File: src/rtl/stream_demux_32bit.sv
// Registered 1-to-2 stream demultiplexer: each accepted word is steered by in_sel
// into one of two independent circular FIFOs, each drained through its own valid/ready.
module stream_demux_32bit #(
   parameter  int WIDTH = 32,
   parameter  int DEPTH = 2,
   localparam int CW    = $clog2(DEPTH) + 1
) (
   input  logic             clk,
   input  logic             rst_n,
   input  logic [WIDTH-1:0] in_val,
   input  logic             in_sel,
   input  logic             in_valid,
   output logic             in_ready,
   output logic [WIDTH-1:0] out0_data,
   output logic             out0_valid,
   input  logic             out0_ready,
   output logic [CW-1:0]    out0_count,
   output logic [WIDTH-1:0] out1_data,
   output logic             out1_valid,
   input  logic             out1_ready,
   output logic [CW-1:0]    out1_count
);

   localparam int AW = $clog2(DEPTH);

   logic [WIDTH-1:0] mem_q    [2][DEPTH];
   logic [WIDTH-1:0] mem_d    [2][DEPTH];
   logic [AW-1:0]    wr_ptr_q [2];
   logic [AW-1:0]    wr_ptr_d [2];
   logic [AW-1:0]    rd_ptr_q [2];
   logic [AW-1:0]    rd_ptr_d [2];
   logic [CW-1:0]    count_q  [2];
   logic [CW-1:0]    count_d  [2];

   logic [1:0] full;
   logic [1:0] push;
   logic [1:0] pop;
   logic [1:0] out_ready;

   assign out_ready = {out1_ready, out0_ready};

   // in_ready looks only at the selected channel's registered count, so a pop
   // in the same cycle never opens a slot for a full channel.
   always_comb begin
      for (int unsigned k = 0; k < 2; k++) begin
         full[k] = (count_q[k] == CW'(DEPTH));
      end
      in_ready = in_sel ? ~full[1] : ~full[0];
      push[0]  = in_valid & in_ready & ~in_sel;
      push[1]  = in_valid & in_ready &  in_sel;
      for (int unsigned k = 0; k < 2; k++) begin
         pop[k] = (count_q[k] != '0) & out_ready[k];
      end
   end

   always_comb begin
      mem_d    = mem_q;
      wr_ptr_d = wr_ptr_q;
      rd_ptr_d = rd_ptr_q;
      count_d  = count_q;
      for (int unsigned k = 0; k < 2; k++) begin
         if (push[k]) begin
            mem_d[k][wr_ptr_q[k]] = in_val;
            wr_ptr_d[k]           = wr_ptr_q[k] + 1'b1;
         end
         if (pop[k]) begin
            rd_ptr_d[k] = rd_ptr_q[k] + 1'b1;
         end
         case ({push[k], pop[k]})
            2'b10:   count_d[k] = count_q[k] + 1'b1;
            2'b01:   count_d[k] = count_q[k] - 1'b1;
            default: count_d[k] = count_q[k];
         endcase
      end
   end

   always_ff @(posedge clk or negedge rst_n) begin
      if (!rst_n) begin
         for (int unsigned k = 0; k < 2; k++) begin
            for (int unsigned i = 0; i < DEPTH; i++) begin
               mem_q[k][i] <= '0;
            end
            wr_ptr_q[k] <= '0;
            rd_ptr_q[k] <= '0;
            count_q[k]  <= '0;
         end
      end else begin
         mem_q    <= mem_d;
         wr_ptr_q <= wr_ptr_d;
         rd_ptr_q <= rd_ptr_d;
         count_q  <= count_d;
      end
   end

   always_comb begin
      out0_data  = mem_q[0][rd_ptr_q[0]];
      out1_data  = mem_q[1][rd_ptr_q[1]];
      out0_count = count_q[0];
      out1_count = count_q[1];
      out0_valid = (count_q[0] != '0);
      out1_valid = (count_q[1] != '0);
   end

endmodule
File: config.mk
export PLATFORM = sky130hd
export DESIGN_NAME = stream_demux_32bit
export DESIGN_NICKNAME = d
export VERILOG_FILES = /design/src/rtl/stream_demux_32bit.sv
export SDC_FILE = /design/constraint.sdc
export NUM_CORES = 1
export LEC_CHECK = 0
export ABC_CLOCK_PERIOD_IN_PS = 3370
export BUFFER_PORTS_ARGS = -buffer_cell sky130_fd_sc_hd__buf_4
export CAP_MARGIN = 20
export CELL_PAD_IN_SITES_DETAIL_PLACEMENT = 1
export CELL_PAD_IN_SITES_GLOBAL_PLACEMENT = 1
export CORE_MARGIN = 1
export CORE_UTILIZATION = 50
export DETAILED_ROUTE_END_ITERATION = 12
export PLACE_DENSITY = 0.86
export SLEW_MARGIN = 5
export SYNTH_ARGS = -nofsm -noshare
export SYNTH_HDL_FRONTEND = slang
export SYNTH_SLANG_ARGS = --single-unit
File: constraint.sdc
create_clock -name clk -period 3.37 [get_ports clk]
set_input_delay 0.5055 -clock clk [delete_from_list [all_inputs] [get_ports clk]]
set_output_delay 0.5055 -clock clk [all_outputs]
set_load 0.1 [all_outputs]
Word-level counts from Yosys, hierarchy flattened
Index checks and enable logic that the tools add are counted.
{"block": "word_totals", "ff_bits": 136, "elab_cells": 63}
{"block": "op_classes", "n_addsub": 8, "magnitude_cmp": 6, "eq_ne": 6, "mux": 15, "bitwise": 12, "n_reduce_logical": 6}
{"cell": "$mux W32", "n": 8}
{"cell": "$bwmux W64", "n": 2}
{"cell": "$demux W32 S1", "n": 2}
{"cell": "$eq A2 B2 Y1 const B", "n": 4}
{"cell": "$ge A2 B2 Y1 const B", "n": 4}
{"cell": "$not A1 Y2", "n": 4}
{"cell": "$pmux W2 S2", "n": 2}
{"cell": "$reduce_bool A2 Y1", "n": 4}
{"cell": "$and A1 B1 Y1", "n": 5}
{"cell": "$add A1 B1 Y1 const B", "n": 4}
{"cell": "$add A2 B1 Y2 const B", "n": 2}
{"cell": "$eq A2 B1 Y1 const B", "n": 2}
{"cell": "$lt A2 B1 Y1 const B", "n": 2}
{"cell": "$sub A2 B1 Y2 const B", "n": 2}
{"cell": "$not A1 Y1", "n": 3}
{"cell": "$logic_and A1 B1 Y1", "n": 2}
{"cell": "$mux W1", "n": 1}

Logic depth before layout (Yosys ltp)
Gate-level depths: netlist of run 1.
{"block": "logic_depth", "word_depth": 7, "ltp_mapped": 6, "mapped_depth_nobuf": 6}

Worst setup path before layout of run 1
OpenSTA, ideal clock, no wires.
{"block": "synth_timing", "path_type": "flip-flop to output port", "startpoint": "register count_q, in the netlist out0_count[0]", "endpoint": "output port in_ready", "t_arrival_ns": 2.714, "required_time_ns": 2.864, "setup_slack_ns": 0.151, "path_stages_with_launch": 4, "n_path_buf": 0, "path_cell_list": "dfrtp_1 > nand2b_1 > nor2_1 > a21oi_1"}
{"block": "synth_between", "elab_chain_cells": 3}
{"item": "start, declared", "line": "32", "source": "logic [CW-1:0] count_q [2];"}
{"item": "start signal, assigned", "line": "91", "source": "count_q <= count_d;"}
{"item": "$eq A2 B2 Y1", "line": "46", "source": "full[k] = (count_q[k] == CW'(DEPTH));"}
{"item": "$not A1 Y1", "line": "48", "source": "in_ready = in_sel ? ~full[1] : ~full[0];"}
{"item": "$mux W1", "line": "48"}
{"item": "end, declared", "line": "13", "source": "output logic in_ready,"}
No other way between the ends.

Worst setup path after layout of run 1
{"block": "layout_timing", "startpoint": "register rd_ptr_q[0] in the netlist's numbering", "endpoint": "output port out1_data[1]"}
{"block": "layout_between", "elab_chain_cells": 4}
{"item": "start, declared", "line": "30", "source": "logic [AW-1:0] rd_ptr_q [2];"}
{"item": "start signal, assigned", "line": "90", "source": "rd_ptr_q <= rd_ptr_d;"}
{"item": "$not A1 Y2 (implied by the code)", "line": "97", "source": "out1_data = mem_q[1][rd_ptr_q[1]];"}
{"item": "$mux W32 (implied by the code) (3 in series)", "line": "97"}
{"item": "end, declared", "line": "18", "source": "output logic [WIDTH-1:0] out1_data,"}
No other way between the ends. The select of a mux whose other input is x is not followed.

==> summary.txt, run 1 <==
Logic synthesis
  • Yosys top cell area share: 0.5641
  • Cell variety after synth: 21
  • Fraction of registers with async set/reset: 1.000
  • Main flop type after synthesis: dfrtp_1
  • Synth top area cells: dfrtp_1 (56%), mux2_2 (29%), mux2_4 (7.5%)
  • Register area share after synthesis: 0.5641
  • Syn. warnings: 0
  • Syn_nets: 421
  • Synth Area in Simple Gates: 0.01949
  • Mapped Cells: 381
  • Mux contribution to synthesized area: 0.3770
  • Synth Area in XOR/XNOR: 0.01452
  • Adder-Cell Fraction of Synth Area: 0.004148
  • Post-synth EDFFs: 0
  • Compound-gate portion of the synthesized area: 0.0008295
  • Synthesized area per cell: 15.84 um^2
  • Dominant combinational cell family by area after synthesis: multiplexers
  • Synthesized flop and latch total: 136
  • Largest area contributor in the netlist: dfrtp_1
  • Cell Area, Synth: 0.006033 mm^2

STA
  • Hold Fails Final Rpt: 0
  • Clk_skew: 5.756 ps
  • Final Max Slew Viols: 0
  • Period utilization: 0.7684
  • RSZ-0062 raised after global routing: no
  • Headroom to the max-slew limit: 0.3801
  • Fmax: 386.2 MHz
  • Min cycle time layout: 2589 ps
  • Final setup viols: 0
  • Worst Tran Pin Value: 929.9 ps
  • Post-route setup TNS: 0 ps

CTS
  • Clock slew at reported path FFs: 60 ps
  • Setup Buffers After CTS: 0
  • Post-cts sizing count: 0
  • CTS Root Cell: clkbuf_16
  • Total CTS buffers: 17
  • H-tree depth: 4
  • CTS tree: done
  • Clock Latency Late Sink: 420 ps
  • Clk sinks: 136
  • Longest Clk Path Bufs: 2
  • Hold-fix buffers, CTS: 0

Detailed routing
  • Final WL: 14,130 um
  • DRT Pass-1 Iters: 8
  • DR DRC count: 7
  • Met1 WL: 5892 um
  • Vias: 3,554
  • Post-route ant nets: 0
  • Initial DRC count: 108
  • Met3 routed WL: 594 um
  • Vias per std cell: 5.443
  • Mean routed wirelength per cell: 21.64 um
  • WL met2: 7413 um
  • Highest routed layer: met4

Worst setup path
  • Max stage delay on crit path: 970 ps
  • Crit. End Element: output port
  • Crit Path Class: flip-flop to output port
  • Reg2reg path depth: 4
  • FF-to-FF End: mem_q[64]$_DFFE_PN0P_
  • Critical R2R Launch: out0_count[0]$_DFFE_PN0P_
  • Worst Setup SP: rd_ptr_q[0]$_DFFE_PN0P_
  • Crit-path cells: mux2_2 > buf_4
  • Crit path DAT: 2080 ps
  • Crit path launch type: flip-flop
  • Worst path slowest cell: dfrtp_2
  • Max FO, Critical Path: 33
  • FF-to-FF setup slack: 1020 ps
  • WP data required: 2860 ps
  • Critical Path End: out1_data[1]

Place
  • DP Cell Count: 620
  • PortBufs: 108
  • Dpl hpwl: 8830 um
  • Gpl congestion: 0.7248

Die
  • Core ar.: 0.01156 mm^2
  • # IOs: 109
  • Die Height: 111.8 um
  • Starting density of the core: 0.5217
  • FP Rows: 39
  • Die width: 111.8 um
  • Full die area: 0.01251 mm^2

Outcome
  • Outcome: finished, violations left
  • Failing checks: DRC

Global routing
  • Initial antenna violation count: 0
  • GRT Total Usage: 0.2496
  • Largest net degree at the start of global routing: 123
  • First-pass GRT wire length: 23,460 um
  • Number of global-route vias before repair: 4,181
  • Grt ovf: 0

Finish
  • Share of cells above drive strength 1: 0.6647
  • # diodes: 0
  • Area growth, synth to finish: 25.72%
  • Layout Nets: 537
  • Final std cells w/o fill: 653

Hold path
  • HP Class: input pin to async pin

Run
  • Max cap viols: 0
-- cell usage after synthesis, drive strengths merged (2+ instances only) --
cell type / count
and2: 2
buf: 13
clkbuf: 8
dfrtp: 136
ha: 2
mux2: 192
nand2b: 4
nor2: 3
nor2b: 2
nor3: 2
or2: 2
xnor2: 6
xor2: 4
-- final cells by class --
cell class | instances | area (um^2)
Clock buffer | 22 | 454.2
Clock inverter | 10 | 102.6
Timing Repair Buffer | 118 | 922.1
Sequential cell | 136 | 3405
Tap cell | 143 | 178.9
Multi-Input combinational cell | 224 | 2522
Fill cell | 1075 | 3980
-- metal layers --
metal  up-vias  global-route usage
met2        88              0.4348
met1      1863              0.3070
met3        19             0.05444
met4         0             0.08468
met5         -                   0
li1       1584                   -
-- through the flow --
step	hold WS (ps)	worst slack, ps	instance area [um^2]	utilization
3_5_place_dp	476.0	949.5	7000	0.6053
5_1_grt	39.01	716.3	7585	0.6558
2_1_floorplan	209.9	151.0	6033	-
3_3_place_gp	463.2	981.7	7000	0.6053
6_report	12.52	780.5	7585	0.6558
4_1_cts	317.5	763.4	7557	0.6535
-- worst max-delay path, delay by kind of cell (launching register included) --
| family | cells | cell delay (ps) |
|---|---|---|
| buf+inv | 1 | 240 |
| mux | 1 | 440 |
| flops | 1 | 970 |
-- kinds of logic (layout without fill, tap and decap cells) --
logic type | count (synthesis) | in the layout
adder cells (fa/ha/maj) | 2 | 2
multiplexers | 192 | 192
AND/OR/NAND/NOR | 19 | 19
flip-flops | 136 | 136
XOR/XNOR | 10 | 10
AO/OA/AOI/OAI | 1 | 1
buffers and inverters | 21 | 150
-- flip-flops by register name (all words and copies together) (netlist names) --
name,flops
out0_count,2
mem_q,128
rd_ptr_q,2
wr_ptr_q,2
out1_count,2
-- layout by cell type, fill, tap and decap left out, types with 2 or more instances in the layout --
master     instances
mux2_2           157
dfrtp_1          135
buf_4            115
mux2_4            30
clkbuf_16         17
clkinv_2           7
xnor2_1            6
mux2_1             5
nand2b_1           4
xor2_1             4
clkbuf_1           4
nor2_1             3
or2_2              2
and2_1             2
nor2b_1            2
nor3_4             2
ha_1               2
bufinv_16          2
-- worst min-delay path by stage --
stage | to | slack (ps) | start | cells after the start
global route | mem_q[27]$_DFFE_PN0P_ | 40 | rst_n | 1
detailed placement | mem_q[118]$_DFFE_PN0P_ | 480 | mem_q[118]$_DFFE_PN0P_ | 1
CTS | mem_q[62]$_DFFE_PN0P_ | 320 | rst_n | 1
global placement | mem_q[101]$_DFFE_PN0P_ | 460 | mem_q[101]$_DFFE_PN0P_ | 1
floorplan | mem_q[0]$_DFFE_PN0P_ | 210 | rst_n | 0
finish | mem_q[62]$_DFFE_PN0P_ | 10 | rst_n | 1
Power of run 1 is not shown: default switching activity piles up to over one toggle a cycle in this logic, so the estimate is an artifact.
==> run 2: changes to the inputs <==
--- a/config.mk
+++ b/config.mk
@@ -5,15 +5,16 @@
 export SDC_FILE = /design/constraint.sdc
 export NUM_CORES = 1
 export LEC_CHECK = 0
-export ABC_CLOCK_PERIOD_IN_PS = 3370
+export ABC_AREA = 1
+export ABC_CLOCK_PERIOD_IN_PS = 2250
 export BUFFER_PORTS_ARGS = -buffer_cell sky130_fd_sc_hd__buf_4
 export CAP_MARGIN = 20
 export CELL_PAD_IN_SITES_DETAIL_PLACEMENT = 1
 export CELL_PAD_IN_SITES_GLOBAL_PLACEMENT = 1
 export CORE_MARGIN = 1
-export CORE_UTILIZATION = 50
+export CORE_UTILIZATION = 38
 export DETAILED_ROUTE_END_ITERATION = 12
-export PLACE_DENSITY = 0.86
+export PLACE_DENSITY = 0.78
 export SLEW_MARGIN = 5
 export SYNTH_ARGS = -nofsm -noshare
 export SYNTH_HDL_FRONTEND = slang
==> constraint.sdc (replaced) <==
create_clock -name clk -period 2.25 [get_ports clk]
set_input_delay 0.3375 -clock clk [delete_from_list [all_inputs] [get_ports clk]]
set_output_delay 0.3375 -clock clk [all_outputs]
set_load 0.1 [all_outputs]
==> run 2 against run 1 <==
- the run now ends clean
- final area increased by 9.2%
- worst setup slack got worse by 660 ps
- hold slack gained 140 ps
- sequential share of layout area fell by 3.7 points
- first-iteration DRC count up 110%
- critical path type unchanged
- utilization down 16 points
- critical path depth increased by 1
- area after synthesis increased by 7.2%
- synthesized cell count up 110%
- non-clock buffer count is 9 higher
- routed wire length grew 26%
- die area increased by 40%
==> summary.txt, run 2 <==
Outcome
  • Outcome: finished, final reports clean (was finished, violations left)

Die
  • FP Rows: 47 (was 39)
  • Starting density of the core: 0.3899 (was 0.5217)
  • Die Height: 132.4 um (was 111.8 um)
  • Full die area: 0.01754 mm^2 (was 0.01251 mm^2)
  • Core ar.: 0.01658 mm^2 (was 0.01156 mm^2)
  • # IOs: 109 (unchanged)
  • Die width: 132.4 um (was 111.8 um)

STA
  • Hold Fails Final Rpt: 0 (unchanged)
  • Headroom to the max-slew limit: 0.4387 (was 0.3801)
  • Final setup viols: 0 (unchanged)
  • Worst Tran Pin Value: 839.9 ps (was 929.9 ps)
  • Clk_skew: 4.928 ps (was 5.756 ps)
  • Period utilization: 0.9454
  • Min cycle time layout: 2127 ps
  • RSZ-0062 raised after global routing: no (unchanged)
  • Fmax: 470.1 MHz
  • Final Max Slew Viols: 0 (unchanged)

Logic synthesis
  • Synth Area in Simple Gates: 0.1794 (was 0.01949)
  • Cell variety after synth: 23 (was 21)
  • Synth Area in XOR/XNOR: 0.01084 (was 0.01452)
  • Post-synth EDFFs: 0 (unchanged)
  • Largest area contributor in the netlist: dfrtp_1 (unchanged)
  • Synthesized flop and latch total: 136 (unchanged)
  • Fraction of registers with async set/reset: 1.000 (unchanged)
  • Yosys top cell area share: 0.5263 (was 0.5641)
  • Synth top area cells: dfrtp_1 (53%), nand2_1 (17%), o21ai_0 (10%) (was dfrtp_1 (56%), mux2_2 (29%), mux2_4 (7.5%))
  • Mux contribution to synthesized area: 0 (was 0.3770)
  • Compound-gate portion of the synthesized area: 0.1792 (was 0.0008295)
  • Synthesized area per cell: 8.103 um^2 (was 15.84 um^2)
  • Adder-Cell Fraction of Synth Area: 0.003870 (was 0.004148)
  • Cell Area, Synth: 0.006466 mm^2 (was 0.006033 mm^2)
  • Dominant cell by count in the synthesized netlist: nand2_1 (was mux2_2)
  • Dominant combinational cell family by area after synthesis: simple AND/OR/NAND/NOR gates (was multiplexers)
  • Mapped Cells: 798 (was 381)
  • Register area share after synthesis: 0.5263 (was 0.5641)
  • Top cells by count, synth: nand2_1 (292), dfrtp_1 (136), o21ai_0 (130), inv_1 (103), o21bai_1 (64) (was mux2_2 (157), dfrtp_1 (136), mux2_4 (30), buf_2 (9), clkbuf_1 (8))
  • Syn_nets: 838 (was 421)
  • Syn. warnings: 0 (unchanged)
  • Main flop type after synthesis: dfrtp_1 (unchanged)

Worst setup path
  • FF-to-FF setup slack: 420 ps (was 1020 ps)
  • Critical R2R Launch: out0_count[0]$_DFFE_PN0P_ (unchanged)
  • Crit Path Class: flip-flop to output port (unchanged)
  • Max stage delay on crit path: 510 ps (was 970 ps)
  • WP data required: 1910 ps (was 2860 ps)
  • Worst path slowest cell: dfrtp_2 (unchanged)
  • Crit path launch type: flip-flop (unchanged)
  • FF-to-FF End: out0_count[1]$_DFFE_PN0P_ (was mem_q[64]$_DFFE_PN0P_)
  • Crit. End Element: output port (unchanged)
  • Crit-path cells: buf_12 > o21ai_0 > buf_4 (was mux2_2 > buf_4)
  • Reg2reg path depth: 7 (was 4)
  • Worst Setup SP: rd_ptr_q[0]$_DFFE_PN0P_ (unchanged)
  • Critical Path End: out1_data[9] (was out1_data[1])
  • Max FO, Critical Path: 36 (was 33)
  • Crit path DAT: 1790 ps (was 2080 ps)

Finish
  • Fill cells: 1,986 (was 1,075)
  • Share of cells above drive strength 1: 0.2379 (was 0.6647)
  • # diodes: 0 (unchanged)
  • Final non-filler cell area: 0.008279 mm^2 (was 0.007585 mm^2)
  • Area growth, synth to finish: 28.04% (was 25.72%)
  • Layout Nets: 935 (was 537)
  • Most frequent cells in the layout: nand2_1 (291), dfrtp_1 (129), buf_4 (119), inv_1 (103), o21ai_0 (86) (was mux2_2 (157), dfrtp_1 (135), buf_4 (115), mux2_4 (30), clkbuf_16 (17))
  • Max reg flops: 128 (unchanged)
  • Biggest register: mem_q (unchanged)
  • Most common cell after layout, fill and taps aside: nand2_1 (was mux2_2)
  • Utilization after layout: 0.4992 (was 0.6558)

CTS
  • H-tree depth: 4 (unchanged)
  • CTS tree: done (unchanged)
  • CTS Root Cell: clkbuf_16 (unchanged)
  • Clock slew at reported path FFs: 60 ps (about the same)
  • Clock Latency Late Sink: 420 ps (about the same)
  • Post-cts sizing count: 0 (unchanged)
  • Longest Clk Path Bufs: 2 (unchanged)
  • Total CTS buffers: 17 (unchanged)
  • Clk sinks: 136 (unchanged)

Detailed routing
  • Vias per std cell: 4.857 (was 5.443)
  • Vias: 5,479 (was 3,554)
  • DRT Pass-1 Iters: 4 (was 8)
  • Post-route ant nets: 0 (unchanged)
  • DR DRC count: 0 (was 7)
  • Initial DRC count: 232 (was 108)
  • Mean routed wirelength per cell: 15.73 um (was 21.64 um)
  • Final WL: 17,740 um (was 14,130 um)

Global routing
  • Grt ovf: 0 (unchanged)
  • Largest net degree at the start of global routing: 55 (was 123)
  • Initial antenna violation count: 0 (unchanged)
  • GRT Total Usage: 0.2185 (was 0.2496)
  • Number of global-route vias before repair: 5,870 (was 4,181)
  • First-pass GRT wire length: 29,980 um (was 23,460 um)

Place
  • Area after DPL: 0.007707 mm^2 (was 0.007000 mm^2)
  • Gpl congestion: 0.7241 (was 0.7248)
  • PortBufs: 108 (unchanged)
  • Dpl hpwl: 11,500 um (was 8830 um)

Hold path
  • HP Class: input pin to flip-flop (was input pin to async pin)

Run
  • Max cap viols: 0 (unchanged)
## run 2: worst max-delay path, delay by kind of cell (launching register included)
family / cells / cell delay, ps
AO/OA/AOI/OAI: 1 / 280
buffers and inverters: 2 / 570
flip-flops: 1 / 510
## run 2: worst min-delay path by stage
stage               startpoint                    end  slack [ps]  cells past startpoint
CTS                 in_val[16]  mem_q[16]$_DFFE_PN0P_         140                      3
floorplan                rst_n   mem_q[0]$_DFFE_PN0P_          40                      0
detailed placement       rst_n  mem_q[60]$_DFFE_PN0P_         340                      1
global placement         rst_n  mem_q[60]$_DFFE_PN0P_         340                      1
global route        in_val[11]  mem_q[75]$_DFFE_PN0P_         150                      3
finish              in_val[16]  mem_q[16]$_DFFE_PN0P_         150                      3
## run 2: area by class of cell
class	count	area (um^2)	area share
clock inverter	8	70.07	0.008463
sequential	136	3412	0.4121
timing repair buffer	127	1035	0.1250
inverter	105	394.1	0.04760
clock buffer	24	491.7	0.05939
tap	220	275.3	0.03325
multi-input combinational	508	2601	0.3142
## run 2: timing repair
action	in CTS	in global routing
hold buffers	1	0
setup buffers	0	0
hold endpoints to repair	52	0
## run 2: cell families (layout without fill, tap and decap cells)
| group | Yosys count | after routing |
|---|---|---|
| xor+xnor | 8 | 8 |
| buf+inv | 154 | 264 |
| flops | 136 | 136 |
| compound gates | 198 | 198 |
| simple gates | 300 | 300 |
| fa+ha+maj | 2 | 2 |
## run 2: through the flow
| step | cells | TNS, ps | setup slack (ps) | hold slack, ps |
|---|---|---|---|---|
| 5_1_grt | 1128 | 0 | 78.05 | 151.5 |
| 3_3_place_gp | 1095 | 0 | 549.5 | 337.5 |
| 6_report | 1128 | 0 | 122.8 | 153.0 |
| 3_5_place_dp | 1095 | 0 | 442.9 | 341.9 |
| 2_1_floorplan | 798 | -15130 | -737.3 | 41.91 |
| 4_1_cts | 1128 | 0 | 118.1 | 142.7 |
## run 2: per-layer routing
metal / up-vias / part of all wire / track usage
li1: 2669 / - / -
met2: 86 / 0.51 / 0.3863
met3: 17 / 0.030 / 0.03716
met5: - / 0 / 0
met1: 2707 / 0.45 / 0.2734
met4: 0 / 0.011 / 0.06322
Power of run 2 is left out for the same reason.
==> run 3: changes to the inputs <==
--- a/config.mk
+++ b/config.mk
@@ -5,16 +5,15 @@
 export SDC_FILE = /design/constraint.sdc
 export NUM_CORES = 1
 export LEC_CHECK = 0
-export ABC_AREA = 1
 export ABC_CLOCK_PERIOD_IN_PS = 2250
 export BUFFER_PORTS_ARGS = -buffer_cell sky130_fd_sc_hd__buf_4
 export CAP_MARGIN = 20
 export CELL_PAD_IN_SITES_DETAIL_PLACEMENT = 1
 export CELL_PAD_IN_SITES_GLOBAL_PLACEMENT = 1
 export CORE_MARGIN = 1
-export CORE_UTILIZATION = 38
+export CORE_UTILIZATION = 42
 export DETAILED_ROUTE_END_ITERATION = 12
-export PLACE_DENSITY = 0.78
+export PLACE_DENSITY = 0.77
 export SLEW_MARGIN = 5
 export SYNTH_ARGS = -nofsm -noshare
 export SYNTH_HDL_FRONTEND = slang
==> run 3 against run 2 <==
- critical path depth did not move
- worst setup slack got worse by 4.2 ps
- routed wire length fell by 23%
- clock skew rose by 2.1 ps
- sequential share of layout area rose by 2.8 points
- critical path type unchanged
==> summary.txt, run 3 (synthesized netlist as in run 1, its figures left out) <==
Outcome
  • Outcome: finished, final reports clean (unchanged)

STA
  • Min cycle time layout: 2131 ps (was 2127 ps)
  • Final Max Slew Viols: 0 (unchanged)
  • Worst Tran Pin Value: 422.9 ps (was 839.9 ps)
  • Final setup viols: 0 (unchanged)
  • Period utilization: 0.9473 (was 0.9454)
  • Headroom to the max-slew limit: 0.7175 (was 0.4387)
  • Post-route setup TNS: 0 ps (unchanged)
  • Fmax: 469.2 MHz (was 470.1 MHz)
  • Clk_skew: 7.043 ps (was 4.928 ps)
  • Hold Fails Final Rpt: 0 (unchanged)
  • RSZ-0062 raised after global routing: no (unchanged)
  • PnR worst setup slack: 118.6 ps (was 122.8 ps)

Worst setup path
  • Crit path DAT: 1790 ps (about the same)
  • Max stage delay on crit path: 500 ps (was 510 ps)
  • FF-to-FF setup slack: 380 ps (was 420 ps)
  • Worst path buffer plus inverter count: 2 (unchanged)
  • Crit Path Class: flip-flop to output port (unchanged)
  • Delay-heaviest family, CP: flip-flops (was buffers and inverters)
  • Crit-path cells: buf_12 > mux2_2 > buf_4 (was buf_12 > o21ai_0 > buf_4)
  • Crit path launch type: flip-flop (unchanged)
  • WP data required: 1910 ps (about the same)
  • Worst path slowest cell: dfrtp_2 (unchanged)
  • Crit. path cell count: 3 (unchanged)
  • Reg2reg path depth: 4 (was 7)
  • Crit. End Element: output port (unchanged)
  • Max FO, Critical Path: 26 (was 36)

Finish
  • Most frequent cells in the layout: mux2_2 (157), dfrtp_1 (130), buf_4 (119), mux2_4 (30), clkbuf_16 (17) (was nand2_1 (291), dfrtp_1 (129), buf_4 (119), inv_1 (103), o21ai_0 (86))
  • Biggest register: mem_q (unchanged)
  • Max reg flops: 128 (unchanged)
  • Area growth, synth to finish: 28.43% (was 28.04%)
  • Most common cell after layout, fill and taps aside: mux2_2 (was nand2_1)
  • # diodes: 0 (unchanged)
  • Share of cells above drive strength 1: 0.6823 (was 0.2379)
  • Layout Nets: 542 (was 935)

CTS
  • Longest Clk Path Bufs: 2 (unchanged)
  • CTS tree: done (unchanged)
  • Clock Latency Late Sink: 420 ps (about the same)
  • H-tree depth: 4 (unchanged)
  • Hold-fix buffers, CTS: 1 (unchanged)
  • Post-cts sizing count: 0 (unchanged)
  • Total CTS buffers: 17 (unchanged)
  • Clk sinks: 136 (unchanged)
  • Clock slew at reported path FFs: 50 ps (was 60 ps)
  • CTS Root Cell: clkbuf_16 (unchanged)
  • Setup Buffers After CTS: 0 (unchanged)

Place
  • Dpl ws: 348.1 ps (was 442.9 ps)
  • Dpl hpwl: 8827 um (was 11,500 um)
  • Gpl congestion: 0.7084 (was 0.7241)
  • PortBufs: 108 (unchanged)

Hold path
  • HP Class: input pin to flip-flop (unchanged)
  • Hold path cells: 2 (was 3)

Die
  • # IOs: 109 (unchanged)
  • Full die area: 0.01485 mm^2 (was 0.01754 mm^2)
  • FP Rows: 43 (was 47)
  • Die width: 121.9 um (was 132.4 um)
  • Die Height: 121.9 um (was 132.4 um)
  • Core ar.: 0.01393 mm^2 (was 0.01658 mm^2)
  • Starting density of the core: 0.4330 (was 0.3899)

Detailed routing
  • DR DRC count: 0 (unchanged)
  • DRT Pass-1 Iters: 4 (unchanged)
  • Vias per std cell: 5.136 (was 4.857)
  • Post-route ant nets: 0 (unchanged)
  • Mean routed wirelength per cell: 19.61 um (was 15.73 um)
  • Final WL: 13,590 um (was 17,740 um)
  • Vias: 3,559 (was 5,479)
  • Initial DRC count: 113 (was 232)

Global routing
  • First-pass GRT wire length: 22,020 um (was 29,980 um)
  • Grt ovf: 0 (unchanged)
  • Largest net degree at the start of global routing: 62 (was 55)
  • Initial antenna violation count: 0 (unchanged)
  • Number of global-route vias before repair: 4,063 (was 5,870)
  • GRT Total Usage: 0.2010 (was 0.2185)

Run
  • Max cap viols: 0 (unchanged)
run 3: changes by cell type in the layout (fill, tap and decap cells not counted), moves of 30 or more:
cell      previous run  this run
mux2_4               0        30
o21ai_2             43         0
o21bai_1            64         0
inv_1              103         0
nand2_1            291         1
o21ai_0             86         0
mux2_2               0       157
run 3: per-layer routing:
layer | vias to the layer above | global-route usage | wire length [um]
met5 | - | 0 | 0
met4 | 0 | 0.06944 | 235
met3 | 18 | 0.05150 | 513
met2 | 82 | 0.3411 | 6946
met1 | 1869 | 0.2472 | 5895
li1 | 1590 | - | -
run 3: final cells by class:
type                       count  area, um^2
clock buffer                  24       511.7
clock inverter                 6       112.6
fill                        1325        6186
multi-input combinational    224        2534
sequential                   136        3411
tap                          180       225.2
timing repair buffer         123       954.7
run 3: per-stage QoR:
| stage | cell area, um^2 | std cells | hold slack [ps] | util |
|---|---|---|---|---|
| 2_1_floorplan | 6050 | 381 | 41.91 | - |
| 3_3_place_gp | 7114 | 662 | 279.9 | 0.5106 |
| 3_5_place_dp | 7114 | 662 | 281.6 | 0.5106 |
| 4_1_cts | 7749 | 693 | 153.0 | 0.5561 |
| 5_1_grt | 7749 | 693 | 164.0 | 0.5561 |
| 6_report | 7749 | 693 | 171.3 | 0.5561 |
run 3: final timing paths:
path,startpoint,endpoint
worst max-delay path,rd_ptr_q[1]$_DFFE_PN0P_,out0_data[2]
worst min-delay path,in_val[0],mem_q[32]$_DFFE_PN0P_
worst max register to register,out0_count[1]$_DFFE_PN0P_,mem_q[90]$_DFFE_PN0P_
worst min register to register,mem_q[32]$_DFFE_PN0P_,mem_q[32]$_DFFE_PN0P_
max in group asynchronous,rst_n,mem_q[69]$_DFFE_PN0P_
min in group asynchronous,rst_n,mem_q[62]$_DFFE_PN0P_
Power of run 3 is left out for the same reason.
